<file path="src/rtl/core_result_collector.sv">
// core_result_collector: gathers one (SAD, position) pair per core, then scans
// the captured slots one per cycle to find the global minimum SAD and presents
// it under a done/ack handshake.
// Optional build macro COLLECTOR_TIMEOUT_EN: forces a scan of the slots that are
// valid when the TIMEOUT counter expires while waiting for the remaining cores.
module core_result_collector #(
    parameter  int N_CORES = 4,
    parameter  int TIMEOUT = 1024,
    localparam int CW      = (N_CORES > 1) ? $clog2(N_CORES) : 1
) (
    input  logic                  Clk,
    input  logic                  Reset,
    input  logic [32*N_CORES-1:0] buf_val_1,
    input  logic [32*N_CORES-1:0] buf_val_2,
    input  logic [N_CORES-1:0]    buf_flag,
    input  logic                  result_ack,
    output logic                  done,
    output logic [31:0]           best_sad,
    output logic [31:0]           best_pos,
    output logic [CW-1:0]         best_core,
    output logic                  overrun,
    output logic                  timed_out
);

    typedef enum logic [1:0] {
        S_IDLE,
        S_SCAN,
        S_DONE
    } state_t;

    state_t               state;
    logic [31:0]          val1 [N_CORES];
    logic [31:0]          val2 [N_CORES];
    logic [N_CORES-1:0]   valid;
    logic [N_CORES-1:0]   flag_q;
    logic [N_CORES-1:0]   rise;
    logic [CW-1:0]        idx;
    logic                 found;
    logic                 clear;

    assign rise  = buf_flag & ~flag_q;
    assign clear = (state == S_DONE) && result_ack;

    // Slot capture on flag rising edges; a capture in the clear cycle survives the clear
    always_ff @(posedge Clk or negedge Reset) begin
        if (!Reset) begin
            flag_q  <= '0;
            valid   <= '0;
            overrun <= 1'b0;
            for (int unsigned k = 0; k < N_CORES; k++) begin
                val1[k] <= '0;
                val2[k] <= '0;
            end
        end else begin
            flag_q <= buf_flag;
            for (int unsigned k = 0; k < N_CORES; k++) begin
                if (rise[k] && !valid[k]) begin
                    val1[k]  <= buf_val_1[32*k +: 32];
                    val2[k]  <= buf_val_2[32*k +: 32];
                    valid[k] <= 1'b1;
                end else if (clear) begin
                    valid[k] <= 1'b0;
                end
                if (rise[k] && valid[k]) begin
                    overrun <= 1'b1;
                end
            end
        end
    end

`ifdef COLLECTOR_TIMEOUT_EN
    localparam int CNT_W = $clog2(TIMEOUT + 1);
    logic [CNT_W-1:0] cnt;
    logic             tmo;

    assign timed_out = tmo;
`else
    // TIMEOUT only matters when timeout support is built in
    logic unused_timeout;
    assign unused_timeout = ^32'(TIMEOUT);
    assign timed_out      = 1'b0;
`endif

    // Control FSM: wait for reports, sequential min-scan, hold result until ack
    always_ff @(posedge Clk or negedge Reset) begin
        if (!Reset) begin
            state     <= S_IDLE;
            idx       <= '0;
            found     <= 1'b0;
            done      <= 1'b0;
            best_sad  <= '0;
            best_pos  <= '0;
            best_core <= '0;
`ifdef COLLECTOR_TIMEOUT_EN
            cnt       <= '0;
            tmo       <= 1'b0;
`endif
        end else begin
            case (state)
                S_IDLE: begin
                    if (&valid) begin
                        state <= S_SCAN;
                        idx   <= '0;
                        found <= 1'b0;
`ifdef COLLECTOR_TIMEOUT_EN
                        cnt   <= '0;
                    end else if (|valid) begin
                        if (cnt == CNT_W'(TIMEOUT)) begin
                            state <= S_SCAN;
                            idx   <= '0;
                            found <= 1'b0;
                            cnt   <= '0;
                            tmo   <= 1'b1;
                        end else begin
                            cnt <= cnt + 1'b1;
                        end
`endif
                    end
                end
                S_SCAN: begin
                    if (valid[idx] && (!found || (val1[idx] < best_sad))) begin
                        best_sad  <= val1[idx];
                        best_pos  <= val2[idx];
                        best_core <= idx;
                        found     <= 1'b1;
                    end
                    if (idx == CW'(N_CORES - 1)) begin
                        state <= S_DONE;
                        done  <= 1'b1;
                    end else begin
                        idx <= idx + 1'b1;
                    end
                end
                S_DONE: begin
                    if (result_ack) begin
                        state <= S_IDLE;
                        done  <= 1'b0;
`ifdef COLLECTOR_TIMEOUT_EN
                        tmo   <= 1'b0;
`endif
                    end
                end
                default: begin
                    state <= S_IDLE;
                    done  <= 1'b0;
                end
            endcase
        end
    end

endmodule

</file>
<file path="config.mk">
export PLATFORM = sky130hd
export DESIGN_NAME = core_result_collector
export DESIGN_NICKNAME = d
export VERILOG_FILES = /design/src/rtl/core_result_collector.sv
export SDC_FILE = /design/constraint.sdc
export NUM_CORES = 1
export LEC_CHECK = 0
export ABC_AREA = 0
export CAP_MARGIN = 10
export CORE_MARGIN = 1.5
export CORE_UTILIZATION = 35
export CTS_BUF_LIST = sky130_fd_sc_hd__clkbuf_16
export CTS_CLUSTER_DIAMETER = 40
export CTS_CLUSTER_SIZE = 40
export DETAILED_ROUTE_END_ITERATION = 6
export PLACE_DENSITY_LB_ADDON = 0.12
export RECOVER_POWER = 50
export SLEW_MARGIN = 40
export SYNTH_ARGS = -nofsm -noshare
export SYNTH_HDL_FRONTEND = slang
export SYNTH_SLANG_ARGS = --single-unit
</file>
<file path="constraint.sdc">
create_clock -name Clk -period 7.7 [get_ports Clk]
set_input_delay 1.54 -clock Clk [delete_from_list [all_inputs] [get_ports Clk]]
set_output_delay 1.54 -clock Clk [all_outputs]
set_load 0.02 [all_outputs]
</file>
==> metrics.json <==
{
  "outcome": {
    "outcome": "finished, violations left",
    "failed_checks": "capacitance limit, slew limit"
  },
  "synth": {
    "synthFlopType": "dfrtp_1",
    "syn_area_mm2": 0.0169,
    "ranking_of_synthesized_cells_by_area": "dfrtp_1, mux2_2, mux4_2",
    "synth.avg_cell_area_um2": 12.9,
    "asyncSetResetFlopFracSynth_pct": 100,
    "synth_top_area_share_pct": 50.0,
    "ys_seq_area_share_pct": 50.0,
    "ys_seq_elements": 337,
    "syn-instance-count": 1308,
    "synth_cell_type_count": 44,
    "synth_enable_flop_cells": 0,
    "synth.largest_area_cell": "dfrtp_1",
    "ys_warn_count": 0,
    "synthesis.nets": 1603
  },
  "power": {
    "power_after_layout_mw": 11.7,
    "p_leak_nw": 9.05,
    "peakVddDrop_mv": 0.308,
    "power_per_standard_cell_area_mw_per_mm2": 506
  },
  "layout": {
    "num-fill-cells": 4283,
    "finalCoreUtilization_pct": 48.3,
    "post_route_cells_drive_above_1_share_pct": 27.7,
    "num-nets-final": 1916,
    "final_cell_area_mm2": 0.0230,
    "area_growth_pct": 36.5,
    "final_cells": 2289
  },
  "sta": {
    "timing.fmax_mhz": 190,
    "worstMarginPinSlew_ns": 3.00,
    "final_worst_setup_slack_ns": 2.43,
    "setup_tns_ns": 0,
    "finClkSkew_ns": 0.0148,
    "setup_viol": 0,
    "period_share_pct": 68.5,
    "final-hold-violation-count": 0,
    "rsz0062_at_grt": "no",
    "whs_ns": 0.496,
    "slew_violations": 165,
    "timing.final.crit_period_ns": 5.27,
    "slew_headroom_pct": -100
  },
  "setup_path": {
    "crit_type": "reg -> reg",
    "cp_cell_sequence": "clkbuf_1, mux4_2, nand2_4, buf_4, nor3b_1, a221oi_1, o311ai_1",
    "worst_setup_path_start_kind": "register",
    "worst_r2r_path_depth": 7,
    "reg2reg_from": "idx[0]",
    "critPathLaunch": "idx[0]",
    "critPathRequiredTime_ns": 8.13,
    "regToRegSetupSlack_ns": 2.43,
    "data_arrival_time_of_the_critical_path_ns": 5.71,
    "crit_path_top_delay_cell": "clkbuf_1",
    "worst_setup_path_endpoint": "best_pos[10]",
    "reg2reg_to": "best_pos[10]",
    "setup.worst_path.end_class": "register",
    "largest_driver_fanout_on_the_critical_path": 67,
    "max_stage_delay_ns": 1.98
  },
  "routing": {
    "drt_drc_violations_left": 0,
    "detailed_route_via_count": 12275,
    "wire_per_inst_um": 21.5,
    "route.final.wire_length_um": 49200,
    "post_drt_via_cell_ratio": 5.36,
    "final_antenna_net_count": 0,
    "detail_route.iter0.violations": 626,
    "drt-pass1-iter-count": 4
  },
  "floorplan": {
    "floorplan.rows": 80,
    "boundaryPins": 332,
    "die-area_mm2": 0.0495,
    "die_width_um": 222,
    "die_h_um": 222,
    "design.core.area_mm2": 0.0476,
    "starting_density_of_the_core_pct": 35.4
  },
  "job": {
    "max-cap-violations": 6
  },
  "global_routing": {
    "globalRouteOverflowTotal": 0,
    "initial_antenna_violation_count": 3,
    "gr-usage-all-layers_pct": 20.6,
    "via_count_of_the_first_global_routing_pass": 13258,
    "grt_start_max_net_pins": 105,
    "wire_length_of_the_first_global_routing_pass_um": 78600
  },
  "hold_path": {
    "holdCritPathClass": "reg -> reg"
  },
  "clock_tree": {
    "cts-root-buf": "clkbuf_16",
    "worst_setup_hold_path_clk_slew_ns": 0.05,
    "cts_post_setup_buffers_inserted": 0,
    "tritoncts": "yes",
    "clock_tree.htree_level_count": 3,
    "cts_max_path_buffers": 3,
    "clock-sinks": 337,
    "cts_buffers": 66,
    "post_cts_resize_count": 0,
    "worstSkewPairLatency_ns": 0.59,
    "cts-hold-fix-buffers": 0
  },
  "place": {
    "routabilityCongestion": 0.747,
    "inst_count_dp": 2168,
    "preCtsSetupSlack_ns": 3.07,
    "place.port_buffers": 330,
    "placed_cell_area_mm2": 0.0208,
    "hpwlAfterDp_um": 32800
  }
}
[area by class of cell]
class                      count  area (um^2)  area share, %
antenna                        1         2.50         0.0109
clock buffer                  67         1680           7.29
clock inverter                53          599           2.60
inverter                      35          131          0.571
multi-input combinational    825         7800           33.9
sequential                   337         8440           36.7
tap                          615          769           3.34
timing repair buffer         356         3590           15.6
[cell families after synthesis]
family | after synthesis | share of synthesized area (%)
AO/OA/AOI/OAI | 166 | 8.41
adder cells (fa/ha/maj) | 32 | 2.38
buffers and inverters | 146 | 3.79
flip-flops | 337 | 50.0
multiplexers | 322 | 25.8
other | 1 | 0.0222
AND/OR/NAND/NOR | 304 | 9.52
[cell usage in the layout (no fill, tap or decap), types with 5 or more instances in the layout]
| master | instances |
|---|---|
| nand4_1 | 6 |
| nand3b_1 | 5 |
| a221oi_1 | 36 |
| dfrtp_1 | 334 |
| inv_6 | 13 |
| clkinv_4 | 6 |
| o311ai_1 | 66 |
| a311oi_1 | 31 |
| nand3_1 | 35 |
| bufinv_16 | 9 |
| a21oi_1 | 7 |
| clkdlybuf4s50_1 | 325 |
| ha_1 | 32 |
| clkinv_2 | 5 |
| nor3b_1 | 67 |
| o21ai_0 | 6 |
| mux4_2 | 65 |
| clkinvlp_4 | 6 |
| buf_4 | 12 |
| clkbuf_16 | 67 |
| inv_1 | 40 |
| and2_1 | 35 |
| clkinv_1 | 5 |
| mux2_2 | 256 |
| nor2_1 | 33 |
| a21o_1 | 7 |
| nand2_1 | 108 |
| clkbuf_1 | 6 |
[worst min path at each step]
| stage | startpoint | endpoint | slack (ns) | cells after the start |
|---|---|---|---|---|
| 3_3_place_gp | val1[13] | val1[13] | 0.48 | 1 |
| 3_5_place_dp | val2[34] | val2[34] | 0.49 | 1 |
| 6_report | val1[39] | val1[39] | 0.50 | 1 |
| 2_1_floorplan | val1[52] | val1[52] | 0.48 | 1 |
| 4_1_cts | val2[34] | val2[34] | 0.50 | 1 |
| 5_1_grt | val2[34] | val2[34] | 0.51 | 1 |
[state kept, by name, summed over array words and instances (netlist names), 2 cells and up]
signal     flops
val2         128
best_pos      32
best_core      2
idx            2
best_sad      32
valid          4
val1         128
state          2
flag_q         4
[power by group]
group | total [mW] | switching [mW] | internal, mW
Combinational | 5.33 | 2.66 | 2.66
Clock | 2.95 | 1.03 | 1.92
Sequential | 3.38 | 0.661 | 2.72
Total | 11.7 | 4.36 | 7.30
[metal layers]
metal / wire length [um] / GRT usage, % / share of wire (%)
met5: 31 / 0 / 0.063
met2: 24800 / 34.8 / 50
met1: 20200 / 25.3 / 41
met4: 1110 / 6.25 / 2.3
met3: 3040 / 6.06 / 6.2
[worst max-delay path: cells and delay by family (launching register included)]
family	cells	cell delay, ns
flip-flops	1	0.70
AO/OA/AOI/OAI	2	0.41
AND/OR/NAND/NOR	2	0.51
multiplexers	1	0.75
buffers and inverters	2	2.63
[cells in the mapped netlist (2+ instances only)]
cell type	instances
dfrtp_1	337
mux2_2	256
nand2_1	109
clkbuf_1	79
nor3b_1	68
o311ai_1	66
mux4_2	65
a221oi_1	36
and2_1	36
inv_1	35
nand3_1	35
nor2_1	33
ha_1	32
a311oi_1	31
buf_2	19
a21o_1	7
a21oi_1	7
buf_6	7
nand4_1	6
o21ai_0	6
nand3b_1	5
buf_4	4
a31oi_1	2
and3_1	2
buf_1	2
nand2b_1	2
nor3_1	2
or3_1	2
or3_4	2
Power figures use the tool's default switching activity.
